--- src/rtl/led7_scan_decoder.sv ---
// Recovers the four BCD digits shown on a multiplexed, active-low 7-segment display
// by watching its anode/segment lines, and publishes each complete scan as one frame.
module led7_scan_decoder #(
    parameter int SETTLE  = 4,
    parameter int TIMEOUT = 1000
) (
    input  logic        clk_i,
    input  logic        rst_ni,
    input  logic [3:0]  led7_an_i,
    input  logic [7:0]  led7_seg_i,
    output logic [15:0] digits_o,
    output logic [3:0]  dp_o,
    output logic [3:0]  blank_o,
    output logic        valid_o,
    output logic        err_o,
    output logic        frame_o
);

    localparam int SW = (SETTLE > 1) ? $clog2(SETTLE) : 1;
    localparam int TW = (TIMEOUT > 1) ? $clog2(TIMEOUT) : 1;
    localparam logic [SW-1:0] SETTLE_LAST = SW'(SETTLE - 1);
    localparam logic [TW-1:0] TO_LAST     = TW'(TIMEOUT - 1);

    typedef enum logic [1:0] {ST_IDLE, ST_SETTLE, ST_HOLD} state_t;

    state_t          state_q;
    logic [3:0]      an_q;
    logic [7:0]      seg_q;
    logic [3:0]      cur_an_q;
    logic [SW-1:0]   set_cnt_q;
    logic [TW-1:0]   to_cnt_q;
    logic [3:0]      seen_q;
    logic [3:0]      slot_err_q;
    logic [3:0]      slot_dp_q;
    logic [3:0]      slot_blank_q;
    logic [3:0]      slot_digit_q [4];
    logic [15:0]     slot_digits_flat;

    logic            an_onehot_d;
    logic            an_changed_d;
    logic            capture_d;
    logic            publish_d;
    logic            stale_d;
    logic [1:0]      cur_idx_d;
    logic [3:0]      dec_digit_d;
    logic            dec_blank_d;
    logic            dec_err_d;

    function automatic logic [1:0] idx_of(input logic [3:0] an);
        logic [1:0] idx;
        idx = 2'd0;
        case (an)
            4'b1101: idx = 2'd1;
            4'b1011: idx = 2'd2;
            4'b0111: idx = 2'd3;
            default: idx = 2'd0;
        endcase
        return idx;
    endfunction

    generate
        for (genvar gi = 0; gi < 4; gi++) begin : g_pack
            assign slot_digits_flat[4*gi +: 4] = slot_digit_q[gi];
        end
    endgenerate

    always_comb begin
        an_onehot_d = 1'b0;
        case (an_q)
            4'b1110, 4'b1101, 4'b1011, 4'b0111: an_onehot_d = 1'b1;
            default:                            an_onehot_d = 1'b0;
        endcase
        an_changed_d = (an_q != cur_an_q);
        capture_d    = (state_q == ST_SETTLE) && !an_changed_d && (set_cnt_q == SETTLE_LAST);
        publish_d    = (seen_q == 4'hF);
        stale_d      = (to_cnt_q == TO_LAST);
        cur_idx_d    = idx_of(cur_an_q);
    end

    // Segment pattern (gfedcba, active-low) to BCD; 7F is a dark digit.
    always_comb begin
        dec_digit_d = 4'hE;
        dec_blank_d = 1'b0;
        dec_err_d   = 1'b0;
        case (seg_q[6:0])
            7'h40: dec_digit_d = 4'd0;
            7'h79: dec_digit_d = 4'd1;
            7'h24: dec_digit_d = 4'd2;
            7'h30: dec_digit_d = 4'd3;
            7'h19: dec_digit_d = 4'd4;
            7'h12: dec_digit_d = 4'd5;
            7'h02: dec_digit_d = 4'd6;
            7'h78: dec_digit_d = 4'd7;
            7'h00: dec_digit_d = 4'd8;
            7'h10: dec_digit_d = 4'd9;
            7'h7F: begin
                dec_digit_d = 4'hF;
                dec_blank_d = 1'b1;
            end
            default: dec_err_d = 1'b1;
        endcase
    end

    always_ff @(posedge clk_i or negedge rst_ni) begin
        if (!rst_ni) begin
            state_q      <= ST_IDLE;
            an_q         <= 4'hF;
            seg_q        <= 8'hFF;
            cur_an_q     <= 4'hF;
            set_cnt_q    <= '0;
            to_cnt_q     <= '0;
            seen_q       <= 4'h0;
            slot_err_q   <= 4'h0;
            slot_dp_q    <= 4'h0;
            slot_blank_q <= 4'hF;
            for (int i = 0; i < 4; i++) slot_digit_q[i] <= 4'hF;
            digits_o     <= 16'hFFFF;
            dp_o         <= 4'h0;
            blank_o      <= 4'hF;
            valid_o      <= 1'b0;
            err_o        <= 1'b0;
            frame_o      <= 1'b0;
        end else begin
            an_q    <= led7_an_i;
            seg_q   <= led7_seg_i;
            frame_o <= 1'b0;

            case (state_q)
                ST_IDLE: begin
                    if (an_onehot_d) begin
                        state_q   <= ST_SETTLE;
                        cur_an_q  <= an_q;
                        set_cnt_q <= '0;
                    end
                end
                ST_SETTLE: begin
                    if (an_changed_d) begin
                        cur_an_q  <= an_q;
                        set_cnt_q <= '0;
                        state_q   <= an_onehot_d ? ST_SETTLE : ST_IDLE;
                    end else if (capture_d) begin
                        state_q <= ST_HOLD;
                    end else begin
                        set_cnt_q <= set_cnt_q + SW'(1);
                    end
                end
                ST_HOLD: begin
                    if (an_changed_d) state_q <= ST_IDLE;
                end
                default: state_q <= ST_IDLE;
            endcase

            // Publication takes priority over staleness; a capture in the same
            // cycle lands after the clear because its assignments come later.
            if (publish_d) begin
                digits_o   <= slot_digits_flat;
                dp_o       <= slot_dp_q;
                blank_o    <= slot_blank_q;
                err_o      <= |slot_err_q;
                valid_o    <= ~(|slot_err_q);
                frame_o    <= 1'b1;
                seen_q     <= 4'h0;
                slot_err_q <= 4'h0;
            end else if (stale_d) begin
                valid_o    <= 1'b0;
                seen_q     <= 4'h0;
                slot_err_q <= 4'h0;
            end

            if (capture_d) begin
                seen_q[cur_idx_d]       <= 1'b1;
                slot_digit_q[cur_idx_d] <= dec_digit_d;
                slot_blank_q[cur_idx_d] <= dec_blank_d;
                slot_err_q[cur_idx_d]   <= dec_err_d;
                slot_dp_q[cur_idx_d]    <= ~seg_q[7];
            end

            if (capture_d || publish_d) begin
                to_cnt_q <= '0;
            end else if (!stale_d) begin
                to_cnt_q <= to_cnt_q + TW'(1);
            end
        end
    end

endmodule
--- config.mk ---
export PLATFORM = sky130hd
export DESIGN_NAME = led7_scan_decoder
export DESIGN_NICKNAME = d
export VERILOG_FILES = /design/src/rtl/led7_scan_decoder.sv
export SDC_FILE = /design/constraint.sdc
export NUM_CORES = 1
export LEC_CHECK = 0
export ABC_AREA = 1
export CORE_MARGIN = 10
export CORE_UTILIZATION = 56
export CTS_CLUSTER_DIAMETER = 60
export DETAILED_ROUTE_END_ITERATION = 7
export GPL_ROUTABILITY_DRIVEN = 0
export GPL_TIMING_DRIVEN = 0
export PLACE_DENSITY = 0.79
export SLEW_MARGIN = 30
export SYNTH_ARGS = -nofsm -noshare
export SYNTH_HDL_FRONTEND = slang
export SYNTH_SLANG_ARGS = --single-unit
--- constraint.sdc ---
create_clock -name clk_i -period 2 [get_ports clk_i]
set_input_delay 0.4 -clock clk_i [delete_from_list [all_inputs] [get_ports clk_i]]
set_output_delay 0.4 -clock clk_i [all_outputs]
set_load 0.1 [all_outputs]
Word level (Yosys, flattened, before mapping)
Index checks and enable logic that the tools add are counted.
{"block": "classes", "n_addsub": 2, "multipliers": 0, "div_mod_pow": 0, "magnitude_cmp": 4, "n_eq_ne": 29, "shifts": 0, "n_mux": 37, "n_bitwise": 4, "reduce_logical": 16}
{"op": "case mux 4 bit (11 select lines)", "count": 1}
{"op": "two-way mux 4 bit", "count": 9}
{"op": "equality test 7 bit (second input constant)", "count": 4}
{"op": "equality test 4 bit (second input constant)", "count": 6}
{"op": "equality test 7 x 5 -> 1 bit (second input constant)", "count": 3}
{"op": "two-way mux 10 bit", "count": 2}
{"op": "bitwise mux 16 bit", "count": 1}
{"op": "equality test 7 x 6 -> 1 bit (second input constant)", "count": 2}
{"op": "two-way mux 2 bit", "count": 7}
{"op": "bitwise mux 4 bit", "count": 3}
{"op": "case mux 2 bit (3 select lines)", "count": 2}
{"op": "OR reduction 11 bit", "count": 1}
{"op": "adder 10 x 1 -> 10 bit (second input constant)", "count": 1}
{"op": "equality test 10 bit (second input constant)", "count": 1}
{"op": "AND reduction 3 bit", "count": 3}
{"op": "demux 4 bit (select 2 bit)", "count": 1}
{"op": "equality test 4 x 3 -> 1 bit (second input constant)", "count": 2}
{"op": "two-way mux 1 bit", "count": 8}
{"op": "case mux 4 bit (2 select lines)", "count": 1}
{"op": "OR reduction 4 bit", "count": 2}
{"op": "equality test 7 x 2 -> 1 bit (second input constant)", "count": 1}
{"op": "zero test 7 bit", "count": 1}
{"op": "!= test 2 bit (second input constant)", "count": 3}
{"op": "!= test 3 bit (second input constant)", "count": 2}
{"op": "19 further kinds", "count": 25}
{"block": "word_totals", "regBits": 89, "latch_bits": 0, "ramBits": 0, "romBits": 0, "in_bits": 14, "output_inout_bits": 27, "elab_cells": 112, "mem_count": 0}

Longest topological paths before layout
{"block": "depth", "word_depth": 8, "ltp_mapped": 10, "ltp_nobuf": 10}

Least setup slack after synthesis
Ideal clock, no wire load.
{"block": "synth_timing", "kind": "register -> register", "start": "reg cur_an_q[1]", "end": "reg slot_digit_q[13] (netlist bit)", "arrival_time_ps": 1397, "required_time_ps": 1940, "path_slack_ps": 543, "stages_incl_launch_ff": 10, "period_less_slack_ps": 1457, "cell_sequence": "dfstp_2 -> inv_2 -> nand2_1 -> nand2_1 -> nor2_2 -> nand4_2 -> buf_6 -> nor2_4 -> nand2_1 -> nand2_1"}
{"block": "synth_via", "elab_chain_len": 8, "word_cells_on_any_way": 15, "classes_between": "order compare: 2; eq/ne: 4; mux: 4; bitwise: 1; reduce/logical: 4"}
{"element": "from (decl)", "line_no": "29", "rtl": "logic [3:0] cur_an_q;"}
{"element": "from (signal assigned)", "line_no": "132", "rtl": "cur_an_q <= an_q;"}
{"element": "from (signal assigned)", "line_no": "138", "rtl": "cur_an_q <= an_q;"}
{"element": "equality test 4 x 3 -> 1 bit / equality test 4 bit (equally long branches)", "line_no": "52", "rtl": "case (an)"}
{"element": "case mux 2 bit (3 select lines)", "line_no": "52"}
{"element": "inverter 2 -> 3 bit (implied by the code)", "line_no": "172", "rtl": "slot_digit_q[cur_idx_d] <= dec_digit_d;"}
{"element": ">= comparator 3 bit (implied by the code) / < comparator 3 x 1 -> 1 bit (equally long branches)", "line_no": "172"}
{"element": "logical AND 1 bit (implied by the code)", "line_no": "172"}
{"element": "two-way mux 4 bit (implied by the code)", "line_no": "172"}
{"element": "demux 4 bit (select 2 bit)", "line_no": "172"}
{"element": "bitwise mux 16 bit", "line_no": "172"}
{"element": "to (signal, indexed assignment)", "line_no": "172"}
{"element": "to (decl)", "line_no": "36", "rtl": "logic [3:0] slot_digit_q [4];"}
Several ways; a longest one is shown, not always the timed one.
A chain may end at the register's enable or synchronous reset.

Final worst setup path
{"block": "layout_timing", "start": "reg valid_o", "end": "out valid_o"}
{"element": "from (decl)", "line_no": "14", "rtl": "output logic valid_o,"}
{"element": "from (signal assigned)", "line_no": "160", "rtl": "valid_o <= ~(|slot_err_q);"}
No word-level cell between the ends.

==> key figures <==
Run status
  • Status: complete, no violations

Setup path
  • Max stage delay on crit path: 0.86 ns
  • Reg2reg end: slot_digit_q[3]
  • Register-to-register setup slack: 0.26 ns
  • Critical Path Sink Type: output pin
  • Reg-to-reg startpoint: seg_q[2]
  • Crit path kind: reg2out
  • CP max FO: 2
  • Buffers and inverters on the worst path: 1
  • Slowest library cell on the worst path: dlygate4sd2_1
  • Crit path DAT: 1.58 ns
  • Crit-path leading delay family: buffers and inverters
  • Register-to-Register Path Depth: 10
  • CP required: 1.60 ns
  • Worst-path cell chain: dlygate4sd2_1
  • Crit path launch type: flop
  • CP startpoint: valid_o

Placement
  • Pre-CTS WS: -0.06766 ns
  • Detail Placement HPWL: between 5000 and 6000 um
  • Area after DPL: 0.004407 sq mm
  • Port Buf Inserts: 40

Layout
  • Post-route cell area: 0.004639 sq mm
  • Synth-to-layout area growth: 19.65%
  • Antenna cells: 0
  • Final nets: 520
  • Area of the multi-input gates: about 0.0014 sq mm
  • Share of cells above drive strength 1: a little over a fifth
  • Final Util: 68.67%
  • Layout fillers: 531
  • FF/Latch Area: 0.002297 sq mm

Global routing
  • First-pass GRT wire length: 13,160 um
  • Largest net degree at the start of global routing: 56
  • Vias in the first global route: 2,987
  • Total gr overflow: 0
  • Tot GR Track Use: around 16%
  • Antenna violations before repair: 0

Floorplanning
  • Die area: between 0.01 and 0.015 sq mm
  • I/O pin count: 41
  • Starting Density: about 57%
  • Die W: 103.2 um
  • Height of the die: 103.2 um
  • Site Rows: 30
  • Core Region: between 0.006 and 0.007 sq mm

Timing
  • Slew Limit Fails: 0
  • Final min period: around 2.0 ns
  • Final worst-path setup slack: about 0.019 ns
  • # setup viols final: 0
  • Hold slack: 0.4415 ns
  • Fin Clk Skew: between 0.008 and 0.009 ns
  • Final period utilization: 99.07%
  • Fmax: between 500 and 600 MHz
  • Final hold viol count: 0
  • Worst-Margin Slew: 0.9571 ns
  • Slew HR: between 30% and 40%
  • RSZ-0062 raised after global routing: false

Yosys
  • Mapped Area: 0.003877 sq mm
  • Synth warn: 0
  • Syn Area/Cell: 8.597 sq um
  • Synth area leaders: dfstp_2 (38%), dfrtp_1 (21%), nand2_1 (21%)
  • Post-synth top area share: 37.95%
  • Net count after synthesis: about 470
  • Seq/Total Area, Yosys: 59.24%
  • Yosys top cell by area: dfstp_2
  • Synth Register Bits: roughly 90
  • Cells after Synth: 451
  • Synth unique cells: 28

Clock tree
  • Root Buffer: clkbuf_8
  • Reg clk slew, reported paths: about 0.080 ns
  • H-tree Lvls: 3
  • CTS Buf Count: 9
  • Clock Tree Buf Depth: 2
  • Number of buffers added for setup after CTS: 0
  • Clock Sinks: 89
  • Skew-Pair Late Insertion Delay: 0.36 ns
  • TritonCTS clock tree: done

Pwr
  • Static Leak: 2.433 nW
  • Worst vdd ir: ~0.44 mV
  • P per Cell Area: 745.6 mW/mm^2

Min path
  • Hold endpoint: seg_q[3]
  • Hold Path Stages: 1
  • Worst hold start: led7_seg_i[3]
  • Hold/Removal Path Class: in2reg

Job
  • Max-cap violations: 0

Routing
  • Wirelength per Cell: 12.83 um
  • Via count: 3,006
  • Initial DRC Count: 164
  • Avg Vias per Cell: ~5.1
  • Router iterations before antenna repair: 5
  • Post-DRT Antenna Nets: 0
  • Residual DRC: 0
  • Post-Route WL: 7554 um
[cells by family after synthesis]
group | count (synthesis) | share of synthesized area [%]
compound gates | 18 | 2.388
xor+xnor | 7 | 1.581
fa+ha+maj | 2 | 0.6453
buf+inv | 41 | 4.163
flops | 89 | 59.24
simple gates | 294 | 31.98
[cell type report]
class | count | area share, %
Multi-Input combinational cell | 321 | 30.64
Inverter | 35 | 2.832
Sequential cell | 89 | 49.51
Timing Repair Buffer | 42 | 9.790
Tap cell | 80 | 2.157
Clock inverter | 4 | 1.079
Buffer | 6 | 0.6472
Clock buffer | 12 | 3.344
[cells in the final DEF, fill, tap and decap left out, drive strengths merged]
cell type	synthesis	layout
buf	3	5
clkdlybuf4s50	0	12
inv	34	35
xor2	6	6
xnor2	1	1
nand3	15	15
dlygate4sd2	0	4
nor3	5	5
nand2	224	224
a21oi	7	7
ha	2	2
dlygate4sd3	0	1
dfrtp	33	33
nand3b	2	2
nor2	38	38
o21ai	10	10
clkdlybuf4s15	0	22
dfstp	56	56
clkbuf	3	16
nand4	10	10
clkinv	1	3
bufinv	0	1
o21a	1	1
[Yosys cell counts, drive strengths merged]
library cell	n
nand3	15
o21ai	10
o21a	1
nand2	224
nand4	10
buf	3
nor3	5
nor2	38
clkbuf	3
dfrtp	33
nand3b	2
xnor2	1
clkinv	1
dfstp	56
a21oi	7
ha	2
inv	34
xor2	6
[metrics by stage]
| step | std cells | power, mW | TNS (ns) |
|---|---|---|---|
| finish | 589 | 3.459 | 0 |
| global route | 589 | 3.608 | 0 |
| CTS | 589 | 3.492 | 0 |
| detailed placement | 572 | 2.236 | -0.8625 |
| global placement | 571 | 2.214 | -164.26 |
| floorplan | 451 | 2.126 | 0 |
[flip-flops by register name, summed over array words and instances, names as in the netlist, 8 cells and up]
name and cells:
digits_o 16, seg_q 8, slot_digit_q 16, to_cnt_q 10
[worst max-delay path by stage]
stage / endpoint / slack [ns] / depth (start not counted)
after floorplan: slot_digit_q[13] / 0.54 / 9
after global placement: dp_o[2] / -2.46 / 1
after detailed placement: digits_o[0] / -0.07 / 1
after CTS: valid_o / 0.005 / 1
after global routing: valid_o / 0.003 / 1
final: valid_o / 0.02 / 1
[layer usage]
| layer | global-route usage, % | part of all wire [%] |
|---|---|---|
| met1 | 18.19 | 43 |
| met5 | 0 | 0 |
| met4 | 8.449 | 2.7 |
| met3 | 3.056 | 4.8 |
| met2 | 26.67 | 49 |
[what timing repair did]
item	4_1_cts	5_1_grt
endpoints found under the setup margin	27	15
endpoints found under the hold margin	10	0
hold buffers	1	0
resized for setup	67	5
[where the power goes]
group / leakage (nW) / internal, mW / switching [mW]
Sequential: 1.03 / 1.89 / 0.0698
Combinational: 1.30 / 0.0976 / 0.153
Clock: 0.107 / 0.647 / 0.605
Total: 2.43 / 2.63 / 0.827
Note: power is estimated with default switching activity, not from simulation.
